### src/rtl/sar_pkg.sv
// Shared types and defaults for the SAR conversion sequencer and its helpers.
package sar_pkg;

    localparam int   SAR_NBITS     = 16;
    localparam int   SAR_CW        = 8;
    localparam logic SAR_MODE_AUTO = 1'b1;

    typedef enum logic [2:0] {
        ST_IDLE   = 3'd0,
        ST_SAMPLE = 3'd1,
        ST_INIT   = 3'd2,
        ST_SETTLE = 3'd3,
        ST_COMP   = 3'd4,
        ST_UPDATE = 3'd5,
        ST_DONE   = 3'd6
    } sar_state_e;

endpackage

### src/rtl/sar_cycle_timer.sv
// Loadable down-counter; o_expired is high once the count has reached zero.
module sar_cycle_timer
    import sar_pkg::*;
#(
    parameter int CW = SAR_CW
) (
    input  logic          clk,
    input  logic          rst_n,
    input  logic          i_load,
    input  logic [CW-1:0] i_load_val,
    output logic          o_expired
);

    logic [CW-1:0] r_cnt;

    always_ff @(posedge clk or negedge rst_n) begin
        if (!rst_n) begin
            r_cnt <= '0;
        end else if (i_load) begin
            r_cnt <= i_load_val;
        end else if (r_cnt != '0) begin
            r_cnt <= r_cnt - CW'(1);
        end
    end

    assign o_expired = (r_cnt == '0);

endmodule

### src/rtl/sar_sequencer.sv
// SAR timing controller: walks sampling, init, settle/comp/update per bit, then
// publishes the captured word through a valid/ready port with sticky overrun.
module sar_sequencer
    import sar_pkg::*;
#(
    parameter int Nbits = SAR_NBITS,
    parameter int CW    = SAR_CW
) (
    input  logic             clk,
    input  logic             rst_n,
    input  logic             start,
    input  logic             abort,
    input  logic [CW-1:0]    cfg_samp_cycles,
    input  logic [CW-1:0]    cfg_settle_cycles,
    input  logic             cfg_cont,
    input  logic             comp_in,
    output logic             seq_samp,
    output logic             seq_init,
    output logic             seq_update,
    output logic             seq_comp,
    output logic             busy,
    output logic [Nbits-1:0] result,
    output logic             result_valid,
    input  logic             result_ready,
    output logic             overrun,
    output sar_state_e       dbg_state
);

    localparam int KW = (Nbits > 1) ? $clog2(Nbits) : 1;

    sar_state_e       r_state, w_state_next, w_after_bit;
    logic [KW-1:0]    r_bit;
    logic [Nbits-1:0] r_shadow, r_result;
    logic [CW-1:0]    r_settle;
    logic             r_cont;
    logic             r_samp, r_init, r_comp, r_update, r_busy, r_valid, r_ovr;
    logic             w_samp_d, w_init_d, w_comp_d, w_update_d, w_busy_d;
    logic             w_enter_samp, w_enter_settle, w_tmr_load, w_tmr_expired;
    logic [CW-1:0]    w_tmr_val;
    logic             w_hs, w_done;

    // One timer serves both SAMPLE and SETTLE; it is reloaded on entry to either.
    assign w_enter_samp   = (w_state_next == ST_SAMPLE) && (r_state != ST_SAMPLE);
    assign w_enter_settle = (w_state_next == ST_SETTLE) && (r_state != ST_SETTLE);
    assign w_tmr_load     = w_enter_samp || w_enter_settle;
    assign w_tmr_val      = w_enter_samp
                          ? ((cfg_samp_cycles == '0) ? '0 : cfg_samp_cycles - CW'(1))
                          : r_settle - CW'(1);

    sar_cycle_timer #(.CW(CW)) u_timer (
        .clk       (clk),
        .rst_n     (rst_n),
        .i_load    (w_tmr_load),
        .i_load_val(w_tmr_val),
        .o_expired (w_tmr_expired)
    );

    always_ff @(posedge clk or negedge rst_n) begin
        if (!rst_n) r_state <= ST_IDLE;
        else        r_state <= w_state_next;
    end

    assign w_after_bit = (r_settle != '0) ? ST_SETTLE : ST_COMP;

    always_comb begin
        w_state_next = r_state;
        if (abort) begin
            w_state_next = ST_IDLE;
        end else begin
            case (r_state)
                ST_IDLE:   if (start) w_state_next = ST_SAMPLE;
                ST_SAMPLE: if (w_tmr_expired) w_state_next = ST_INIT;
                ST_INIT:   w_state_next = w_after_bit;
                ST_SETTLE: if (w_tmr_expired) w_state_next = ST_COMP;
                ST_COMP:   w_state_next = ST_UPDATE;
                ST_UPDATE: w_state_next = (r_bit == '0) ? ST_DONE : w_after_bit;
                ST_DONE:   w_state_next = r_cont ? ST_SAMPLE : ST_IDLE;
                default:   w_state_next = ST_IDLE;
            endcase
        end
    end

    // Strobes are decoded from the next state so each register lines up with its state.
    always_comb begin
        w_samp_d   = (w_state_next == ST_SAMPLE);
        w_init_d   = (w_state_next == ST_INIT);
        w_comp_d   = (w_state_next == ST_COMP);
        w_update_d = (w_state_next == ST_UPDATE);
        w_busy_d   = (w_state_next != ST_IDLE);
    end

    always_ff @(posedge clk or negedge rst_n) begin
        if (!rst_n) begin
            r_samp   <= 1'b0;
            r_init   <= 1'b0;
            r_comp   <= 1'b0;
            r_update <= 1'b0;
            r_busy   <= 1'b0;
        end else begin
            r_samp   <= w_samp_d;
            r_init   <= w_init_d;
            r_comp   <= w_comp_d;
            r_update <= w_update_d;
            r_busy   <= w_busy_d;
        end
    end

    always_ff @(posedge clk or negedge rst_n) begin
        if (!rst_n) begin
            r_settle <= '0;
            r_cont   <= 1'b0;
            r_bit    <= KW'(Nbits - 1);
            r_shadow <= '0;
        end else begin
            if (w_enter_samp) begin
                r_settle <= cfg_settle_cycles;
                r_cont   <= cfg_cont;
            end
            if (abort) begin
                r_bit    <= KW'(Nbits - 1);
                r_shadow <= '0;
            end else if (r_state == ST_INIT) begin
                r_bit <= KW'(Nbits - 1);
            end else if (r_state == ST_UPDATE) begin
                r_shadow[r_bit] <= comp_in;
                if (r_bit != '0) r_bit <= r_bit - KW'(1);
            end
        end
    end

    assign w_hs   = r_valid && result_ready;
    assign w_done = (r_state == ST_DONE) && !abort;

    always_ff @(posedge clk or negedge rst_n) begin
        if (!rst_n) begin
            r_result <= '0;
            r_valid  <= 1'b0;
            r_ovr    <= 1'b0;
        end else begin
            if (w_done) begin
                r_result <= r_shadow;
                r_valid  <= 1'b1;
            end else if (w_hs) begin
                r_valid <= 1'b0;
            end
            if (abort || ((r_state == ST_IDLE) && start)) begin
                r_ovr <= 1'b0;
            end else if (w_done && r_valid && !w_hs) begin
                r_ovr <= 1'b1;
            end
        end
    end

    assign seq_samp     = r_samp;
    assign seq_init     = r_init;
    assign seq_comp     = r_comp;
    assign seq_update   = r_update;
    assign busy         = r_busy;
    assign result       = r_result;
    assign result_valid = r_valid;
    assign overrun      = r_ovr;
    assign dbg_state    = r_state;

endmodule

### config.mk
export PLATFORM = sky130hd
export DESIGN_NAME = sar_sequencer
export DESIGN_NICKNAME = d
export VERILOG_FILES = /design/src/rtl/sar_pkg.sv /design/src/rtl/sar_cycle_timer.sv /design/src/rtl/sar_sequencer.sv
export SDC_FILE = /design/constraint.sdc
export NUM_CORES = 1
export LEC_CHECK = 0
export CAP_MARGIN = 20
export CORE_MARGIN = 10
export CORE_UTILIZATION = 56
export CTS_CLUSTER_SIZE = 16
export DETAILED_ROUTE_END_ITERATION = 6
export MAX_ROUTING_LAYER = met4
export PLACE_DENSITY_LB_ADDON = 0.25
export SLEW_MARGIN = 20
export SYNTH_ARGS = -nofsm -noshare
export SYNTH_HDL_FRONTEND = slang
export SYNTH_SLANG_ARGS = --single-unit
### constraint.sdc
create_clock -name clk -period 5.6 [get_ports clk]
set_input_delay 1.4 -clock clk [delete_from_list [all_inputs] [get_ports clk]]
set_output_delay 1.4 -clock clk [all_outputs]
set_load 0.01 [all_outputs]
==> flow_summary_export.csv, run 1 <==
group,metric,value,unit
die,io_pins,49,
timing,max_freq,257,MHz
cts,clock-sinks,63,
critical_path,crit_family,"simple AND/OR/NAND/NOR gates",
timing,slew_headroom,0.451,
run,cap_violations,0,
die,die_x,97.6,um
die,coreArea,5890,sq um
detailed_routing,drc,0,
grt,grt_use_total,0.156,
place,place_hpwl,5130,um
grt,grt_max_degree,64,
cells_and_area,drive_gt1_frac,0.185,
detailed_routing,wl_per_cell,16.0,um
cells_and_area,multi_input_area,1640,sq um
critical_path,worstSetupPathType,"in2reg",
synth,syn_area,3380,sq um
timing,setup_violations,0,
grt,grt_pass1_vias,2500,
critical_path,critPathBufInv,1,
critical_path,cp-start-kind,"primary input",
cts,post_cts_buffers,0,
die,die_area,9530,sq um
status,outcome,"completed",
die,die_h,97.6,um
grt,grt_pass1_wl,12200,um
cells_and_area,final_area,4090,sq um
detailed_routing,wirelength,7230,um
timing,min_period,3890,ps
timing,finalClockSkew,5.44,ps
timing,maxSlewViolCount,0,
power_and_ir_drop,p_per_area,323,nW/um^2
place,gp_congestion,0.810,
timing,fin_setup_tns,0,ps
grt,overflow,0,
synth,ys_seq_area_frac,0.468,
detailed_routing,first_iter_violations,171,
cts,postCtsHoldBufs,0,
cts,clk_latency,330,ps
timing,finalHoldViolations,0,
cells_and_area,final_common_cell,"dfrtp_1",
critical_path,crit_arrival,4150,ps
synth,synth_seq_cells,63,
critical_path,cpMaxStageDelayCell,"clkdlybuf4s50_1",
place,io_buffers,48,
critical_path,cp-end-kind,"flop",
cts,clkTransAtPathRegs,70,ps
die,start_util,0.574,
critical_path,crit_path_max_incr_delay,830,ps
synth,postSynthNetCount,359,
critical_path,worstPathCellList,"clkdlybuf4s50_1, a31oi_1, nand3_2, or3_1, or2_1, o221ai_2",
power_and_ir_drop,total_power,1320,uW
die,rows,28,
synth,ys.warnings.count,0,
timing,worst_slew_pin_slew,821,ps
cts,clk_path_buf_depth,2,
place,placed_area,3860,sq um
cells_and_area,nets,406,
cts,ctsResizeCount,0,
cts,cts_tree,"built",
cells_and_area,diodes,0,
cells_and_area,finalCoreUtilization,0.695,
critical_path,worst-path-max-fanout,20,
power_and_ir_drop,p_leak,0.00181,uW
cells_and_area,syn_to_final_growth,21.2,%
cells_and_area,final-seq-area,1580,sq um
synth,ys_types,47,
cells_and_area,fillCellCount,467,
timing,finalCritPeriodShare,0.695,
timing,grt_setup_unrepaired,"false",
timing,setup_ws,1710,ps
detailed_routing,ant_nets,0,
detailed_routing,vias_per_cell,5.58,
cts,root_buffer,"clkbuf_8",
cells_and_area,final_cell_mix,"dfrtp_1 (59), clkdlybuf4s50_1 (47), nand2_1 (40)",
grt,antenna_found_initial,0,
detailed_routing,dr_total_vias,2527,
synth,synthCells,326,
cts,cts.htree.levels,3,
worst_hold_path,holdCritPathClass,"reg2reg",
place,place_ws,1390,ps
critical_path,critPathRequiredTime,5850,ps
synth,avgSynthCellArea,10.4,sq um
power_and_ir_drop,ir_drop,0.000195,V
detailed_routing,drt_pre_antenna_iters,4,
cts,cts_buffers,9,
-- report_power, final --
part | internal (uW) | switching [uW]
Clock | 274 | 177
Combinational | 148 | 149
Sequential | 508 | 64.4
Total | 930 | 390
-- synth_stat cells, drive strengths merged --
| cell | count | area, sq um |
|---|---|---|
| dfrtp | 59 | 1480 |
| nand2 | 40 | 150 |
| nor2 | 30 | 113 |
| mux2 | 27 | 304 |
| a21oi | 19 | 95.1 |
| inv | 15 | 56.3 |
| nor3 | 14 | 70.1 |
| o21ai | 14 | 70.1 |
| ha | 10 | 125 |
| xor2 | 10 | 87.6 |
| clkbuf | 9 | 53.8 |
| mux2i | 9 | 90.1 |
| xnor2 | 8 | 70.1 |
| nand3 | 7 | 40.0 |
| o221ai | 6 | 77.6 |
| buf | 5 | 50.0 |
| dfstp | 4 | 105 |
| nand2b | 4 | 25.0 |
| a31oi | 3 | 18.8 |
| nor3b | 3 | 22.5 |
| nor4 | 3 | 25.0 |
| o211ai | 3 | 32.5 |
| or3 | 3 | 18.8 |
| a21boi | 2 | 15.0 |
| and2b | 2 | 16.3 |
| and3 | 2 | 15.0 |
| nor2b | 2 | 12.5 |
| nor4b | 2 | 32.5 |
| or4 | 2 | 20.0 |
| a211o | 1 | 17.5 |
| a21o | 1 | 7.51 |
| and3b | 1 | 8.76 |
| o21a | 1 | 7.51 |
| o22ai | 1 | 12.5 |
| or2 | 1 | 6.26 |
| or2b | 1 | 8.76 |
| or3b | 1 | 8.76 |
| or4b | 1 | 10.0 |
-- layout make-up --
type / instances / area share
Multi-Input combinational cell: 234 / 0.400
Sequential cell: 63 / 0.386
Timing Repair Buffer: 50 / 0.120
Clock buffer: 11 / 0.0370
Tap cell: 75 / 0.0229
Clock inverter: 5 / 0.0196
Inverter: 15 / 0.0138
-- registers in the layout, indices dropped and copies added, names as in the netlist, 3 cells and up --
| register | count |
|---|---|
| dbg_state | 3 |
| r_shadow | 16 |
| result | 16 |
| u_timer.r_cnt | 8 |
| r_bit | 4 |
| r_settle | 8 |
-- per-layer routing --
metal | share of wire | track usage
met5 | 0 | -
met4 | 0.0090 | 0.0604
met3 | 0.053 | 0.0377
met2 | 0.47 | 0.232
met1 | 0.47 | 0.199
-- path summary, 6_finish.rpt --
check / startpoint / to / slack, ps / depth (start not counted)
setup / recovery: abort / u_timer.r_cnt[4]$_DFFE_PN0P_ / 1710 / 6
hold / removal: result[12]$_DFFE_PN0P_ / result[12]$_DFFE_PN0P_ / 510 / 1
setup reg to reg: u_timer.r_cnt[5]$_DFFE_PN0P_ / u_timer.r_cnt[4]$_DFFE_PN0P_ / 2260 / 7
hold reg to reg: result[12]$_DFFE_PN0P_ / result[12]$_DFFE_PN0P_ / 510 / 1
max in group asynchronous: rst_n / r_shadow[4]$_DFFE_PN0P_ / 3840 / 2
min in group asynchronous: rst_n / result[14]$_DFFE_PN0P_ / 1210 / 2
-- kinds of logic (layout without fill, tap and decap cells) --
logic type / count (synthesis) / after routing / share of synthesized area
flops: 63 / 63 / 0.468
compound gates: 51 / 51 / 0.105
mux: 36 / 36 / 0.117
simple gates: 119 / 119 / 0.179
fa+ha+maj: 10 / 10 / 0.0371
xor+xnor: 18 / 18 / 0.0467
buf+inv: 29 / 81 / 0.0474
-- metrics by stage --
step / std cells / hold slack [ps]
2_1_floorplan: 326 / 473
3_3_place_gp: 437 / 487
3_5_place_dp: 437 / 495
4_1_cts: 453 / 512
5_1_grt: 453 / 521
6_report: 453 / 506
Power figures use the tool's default switching activity.
==> run 2: changes to the inputs <==
--- a/config.mk
+++ b/config.mk
@@ -7,7 +7,7 @@
 export LEC_CHECK = 0
 export CAP_MARGIN = 20
 export CORE_MARGIN = 10
-export CORE_UTILIZATION = 56
+export CORE_UTILIZATION = 49
 export CTS_CLUSTER_SIZE = 16
 export DETAILED_ROUTE_END_ITERATION = 6
 export MAX_ROUTING_LAYER = met4
==> constraint.sdc (replaced) <==
create_clock -name clk -period 3.2 [get_ports clk]
set_input_delay 0.8 -clock clk [delete_from_list [all_inputs] [get_ports clk]]
set_output_delay 0.8 -clock clk [all_outputs]
set_load 0.01 [all_outputs]
==> run 2 against run 1 <==
Register-to-register slack worse by 1900 ps. Non-clock buffer count up 3. Worst hold slack worse by 44 ps. Clock skew up 1.6 ps. Cell area up 0.83%. Final cell count up 1.8%. First-iteration DRC count down 54%. Core utilization down 8.5 points. Routed wire length down 1.9%. Sequential share of layout area down 0.32 points. Combinational power up 74%.
==> flow_summary_export.csv, run 2 (synthesis gave the netlist of run 1 again) <==
group,metric,value,unit
critical_path,path_depth,9,
grt,overflow,0,
timing,maxSlewViolCount,0,
die,start_util,0.500,
place,placed_area,3900,sq um
detailed_routing,wirelength,7100,um
cts,clkTransAtPathRegs,70,ps
critical_path,ff2ff_path_depth,9,
cells_and_area,finalCoreUtilization,0.611,
timing,min_period,2790,ps
critical_path,setup.worst_path.start,"r_bit[0]$_DFFE_PN1P_",
critical_path,crit_family,"simple AND/OR/NAND/NOR gates",
cts,cts_buffers,9,
timing,finalClockSkew,7.01,ps
cells_and_area,fillCellCount,574,
grt,grt_pass1_vias,2502,
critical_path,cpMaxStageDelayCell,"dfstp_2",
cts,cts.htree.levels,3,
die,coreArea,6760,sq um
power_and_ir_drop,p_per_area,559,nW/um^2
critical_path,reg2reg_from,"r_bit[0]$_DFFE_PN1P_",
die,die_area,10600,sq um
critical_path,critPathBufInv,1,
cts,postCtsHoldBufs,0,
critical_path,crit_end,"u_timer.r_cnt[3]$_DFFE_PN0P_",
cells_and_area,final_area,4130,sq um
power_and_ir_drop,ir_drop,0.000281,V
cells_and_area,syn_to_final_growth,22.2,%
detailed_routing,drc,0,
critical_path,reg2reg_to,"u_timer.r_cnt[3]$_DFFE_PN0P_",
grt,grt_pass1_wl,11700,um
cts,ctsResizeCount,0,
cts,clock-sinks,63,
timing,timing.hold.ws,462,ps
grt,grt_max_degree,64,
cells_and_area,drive_gt1_frac,0.186,
cts,clk_path_buf_depth,2,
timing,finalCritPeriodShare,0.872,
detailed_routing,vias_per_cell,5.32,
timing,worst_slew_pin_slew,585,ps
timing,setup_violations,0,
die,die_h,103,um
die,io_pins,49,
cells_and_area,nets,409,
cells_and_area,diodes,0,
power_and_ir_drop,p_leak,0.00183,uW
die,die_x,103,um
detailed_routing,wl_per_cell,15.4,um
cells_and_area,final_cell_mix,"dfrtp_1 (59), clkdlybuf4s50_1 (47), nand2_1 (40)",
worst_hold_path,holdCritPathClass,"in2async",
critical_path,cp-start-kind,"flop",
critical_path,crit_path_max_incr_delay,560,ps
detailed_routing,ant_nets,0,
cells_and_area,final_common_cell,"dfrtp_1",
cts,clk_latency,340,ps
status,outcome,"completed",
timing,max_freq,358,MHz
critical_path,worst-path-max-fanout,6,
grt,antenna_found_initial,0,
detailed_routing,drt_pre_antenna_iters,4,
cells_and_area,layoutNonFillerInstCount,461,
place,io_buffers,48,
cts,post_cts_buffers,0,
critical_path,cp-end-kind,"flop",
critical_path,worstSetupPathType,"reg2reg",
detailed_routing,dr_total_vias,2454,
timing,grt_setup_unrepaired,"false",
place,gp_congestion,0.839,
timing,fin_setup_tns,0,ps
critical_path,crit_arrival,3050,ps
critical_path,critPathRequiredTime,3460,ps
detailed_routing,first_iter_violations,79,
cts,root_buffer,"clkbuf_8",
run,cap_violations,0,
grt,grt_use_total,0.146,
timing,finalHoldViolations,0,
die,rows,30,
place,placedCellCount,445,
critical_path,worstPathCellList,"inv_1, ha_1, or3b_2, a21oi_1, o221ai_1, nand3_2, or3_1, or2_1, o221ai_2",
place,place_hpwl,5150,um
cts,cts_tree,"built",
timing,slew_headroom,0.609,
critical_path,rrSetupSlack,410,ps
## run 2: cell types whose count changed in the layout (fill, tap and decap cells not counted), sizes merged
cell      before  now
buf            3    6
clkbuf        11   13
clkinvlp       2    0
## run 2: where the power goes
group | switching (uW) | leakage (uW) | internal (uW) | total [uW]
Clock | 307 | 0.000114 | 481 | 788
Sequential | 111 | 0.000826 | 889 | 1000
Combinational | 255 | 0.000888 | 264 | 518
Total | 672 | 0.00183 | 1630 | 2310
## run 2: per-stage QoR
| step | worst slack, ps | power [uW] |
|---|---|---|
| after floorplan | 371 | 1380 |
| after global placement | 270 | 1510 |
| after detailed placement | 206 | 1530 |
| after CTS | 408 | 2320 |
| after global routing | 207 | 2430 |
| final | 409 | 2310 |
## run 2: how the worst min path moves through the flow
stage | start | slack (ps) | depth (start not counted) | end
2_1_floorplan | r_shadow[10]$_DFFE_PN0P_ | 470 | 1 | result[10]$_DFFE_PN0P_
3_3_place_gp | r_shadow[10]$_DFFE_PN0P_ | 480 | 1 | result[10]$_DFFE_PN0P_
3_5_place_dp | r_shadow[11]$_DFFE_PN0P_ | 490 | 1 | result[11]$_DFFE_PN0P_
4_1_cts | rst_n | 470 | 2 | result[14]$_DFFE_PN0P_
5_1_grt | rst_n | 480 | 2 | result[2]$_DFFE_PN0P_
6_report | rst_n | 460 | 2 | result[14]$_DFFE_PN0P_
## run 2: worst register-to-register path, stage by stage (launching register included)
cell      delay [ps]
dfstp_2          560
inv_1            100
ha_1             220
or3b_2           260
a21oi_1           90
o221ai_1         330
nand3_2          190
or3_1            360
or2_1            370
o221ai_2         230
## run 2: layout make-up
class                      count  area, sq um  share of cell area
multi-input combinational    234         1640               0.397
timing repair buffer          53          526               0.127
sequential                    63         1580               0.383
clock inverter                 3         65.1              0.0158
inverter                      15         56.3              0.0136
tap                           80          100              0.0243
clock buffer                  13          159              0.0385
## run 2: layer usage
metal  routed length [um]  track usage  share of wire
met3                  286       0.0255          0.040
met4                  129       0.0759          0.018
met1                 3260        0.175           0.46
met2                 3420        0.232           0.48
met5                    0            -              0
==> run 3: changes to the inputs <==
--- a/config.mk
+++ b/config.mk
@@ -7,7 +7,7 @@
 export LEC_CHECK = 0
 export CAP_MARGIN = 20
 export CORE_MARGIN = 10
-export CORE_UTILIZATION = 49
+export CORE_UTILIZATION = 56
 export CTS_CLUSTER_SIZE = 16
 export DETAILED_ROUTE_END_ITERATION = 6
 export MAX_ROUTING_LAYER = met4
==> constraint.sdc (replaced) <==
create_clock -name clk -period 3.3 [get_ports clk]
set_input_delay 0.825 -clock clk [delete_from_list [all_inputs] [get_ports clk]]
set_output_delay 0.825 -clock clk [all_outputs]
set_load 0.01 [all_outputs]
==> run 3 against run 2 <==
Via count is 2.5% higher. Critical path depth stayed put. Clock-buffer cell count is 1 lower. Cell area is 0.55% lower. Clock skew is 0.52 ps lower. Global-route usage is 1.0 points higher. Register-to-register slack better by 100 ps. Die area is 10% lower. Sequential cell count stayed put. Critical path type unchanged. Largest power group unchanged.
==> flow_summary_export.csv, run 3 (synthesis gave the netlist of run 1 again) <==
group,metric,value,unit
critical_path,worstSetupPathType,"reg2reg",
cells_and_area,drive_gt1_frac,0.186,
cells_and_area,final_cell_mix,"dfrtp_1 (59), clkdlybuf4s50_1 (47), nand2_1 (40)",
status,outcome,"completed",
timing,timing.hold.ws,504,ps
timing,worst_slew_pin_slew,890,ps
cts,clock-sinks,63,
cells_and_area,fillCellCount,463,
grt,antenna_found_initial,0,
cts,postCtsHoldBufs,0,
cts,post_cts_buffers,0,
die,die_h,97.6,um
place,placedCellCount,441,
critical_path,cp-start-kind,"flop",
critical_path,crit_arrival,3040,ps
cts,ctsResizeCount,0,
place,gp_congestion,0.861,
critical_path,worstPathCellList,"inv_1, ha_1, or3b_2, a21oi_1, o221ai_1, nand3_2, or3_1, or2_1, o221ai_2",
cts,cts.htree.levels,3,
detailed_routing,drc,0,
timing,fin_setup_tns,0,ps
run,cap_violations,0,
cts,clk_latency,340,ps
timing,finalHoldViolations,0,
timing,grt_setup_unrepaired,"false",
critical_path,cp-end-kind,"flop",
cts,clk_path_buf_depth,2,
timing,maxSlewViolCount,0,
detailed_routing,ant_nets,0,
critical_path,cpMaxStageDelayCell,"dfstp_2",
cts,root_buffer,"clkbuf_8",
die,start_util,0.574,
timing,slew_headroom,0.407,
cells_and_area,diodes,0,
worst_hold_path,holdCritPathClass,"reg2reg",
timing,finalClockSkew,6.49,ps
critical_path,crit_family,"simple AND/OR/NAND/NOR gates",
critical_path,critPathBufInv,1,
power_and_ir_drop,p_per_area,538,nW/um^2
power_and_ir_drop,p_leak,0.00182,uW
detailed_routing,dr_total_vias,2516,
grt,grt_use_total,0.156,
detailed_routing,drt_pre_antenna_iters,4,
timing,min_period,2790,ps
die,coreArea,5890,sq um
detailed_routing,wirelength,7220,um
die,die_area,9530,sq um
cts,clkTransAtPathRegs,70,ps
critical_path,worst-path-max-fanout,6,
timing,setup_violations,0,
cells_and_area,syn_to_final_growth,21.6,%
detailed_routing,wl_per_cell,15.8,um
detailed_routing,vias_per_cell,5.52,
timing,max_freq,359,MHz
die,die_x,97.6,um
cts,cts_buffers,9,
power_and_ir_drop,ir_drop,0.000369,V
cells_and_area,final_common_cell,"dfrtp_1",
cells_and_area,nets,410,
grt,grt_pass1_vias,2589,
place,place_hpwl,5320,um
cts,cts_tree,"built",
grt,grt_pass1_wl,12300,um
cells_and_area,layoutNonFillerInstCount,456,
grt,grt_max_degree,43,
die,rows,28,
grt,overflow,0,
critical_path,critPathRequiredTime,3550,ps
die,io_pins,49,
detailed_routing,first_iter_violations,109,
timing,finalCritPeriodShare,0.845,
place,io_buffers,48,
critical_path,crit_path_max_incr_delay,560,ps
## run 3: final timing paths
| path | from | to | slack (ps) | depth (start not counted) |
|---|---|---|---|---|
| max in group asynchronous | rst_n | r_settle[7]$_DFFE_PN0N_ | 1970 | 2 |
| hold / removal | result[3]$_DFFE_PN0P_ | result[3]$_DFFE_PN0P_ | 500 | 1 |
| min in group asynchronous | rst_n | r_shadow[14]$_DFFE_PN0P_ | 600 | 1 |
| setup / recovery | r_bit[0]$_DFFE_PN1P_ | u_timer.r_cnt[4]$_DFFE_PN0P_ | 510 | 9 |
| hold reg to reg | result[3]$_DFFE_PN0P_ | result[3]$_DFFE_PN0P_ | 500 | 1 |
| setup reg to reg | r_bit[0]$_DFFE_PN1P_ | u_timer.r_cnt[4]$_DFFE_PN0P_ | 510 | 9 |
## run 3: final cells by class
type	instances	area (sq um)	share of cell area
multi-input combinational	234	1640	0.399
sequential	63	1580	0.385
timing repair buffer	54	520	0.127
clock buffer	12	145	0.0354
tap	75	93.8	0.0229
clock inverter	3	67.6	0.0165
inverter	15	56.3	0.0137
## run 3: stage by stage
| stage | cell area [sq um] | power [uW] | setup WS [ps] | utilization |
|---|---|---|---|---|
| after floorplan | 3380 | 1340 | 471 | - |
| after global placement | 3890 | 1460 | 340 | 0.661 |
| after detailed placement | 3890 | 1480 | 275 | 0.661 |
| after CTS | 4100 | 2220 | 518 | 0.697 |
| after global routing | 4100 | 2330 | 269 | 0.697 |
| final | 4100 | 2210 | 511 | 0.697 |
## run 3: per-layer routing
layer  part of all wire  vias to the layer above  GRT usage  wire (um)
met4              0.015                        0     0.0638        110
li1                   -                     1228          -          -
met3              0.050                        9     0.0356        360
met2               0.47                       63      0.236       3420
met5                  0                        -          -          0
met1               0.46                     1216      0.198       3330
## run 3: worst reg2reg max path, cell delays in order (launching register included)
cell and delay [ps]:
dfstp_2 560, inv_1 90, ha_1 220, or3b_2 260
a21oi_1 80, o221ai_1 330, nand3_2 180, or3_1 360
or2_1 380, o221ai_2 230
## run 3: where the power goes
part	switching, uW	total, uW	internal [uW]	leakage [uW]
sequential	110	972	862	0.000826
clock	288	730	442	0.000103
combinational	249	504	255	0.000888
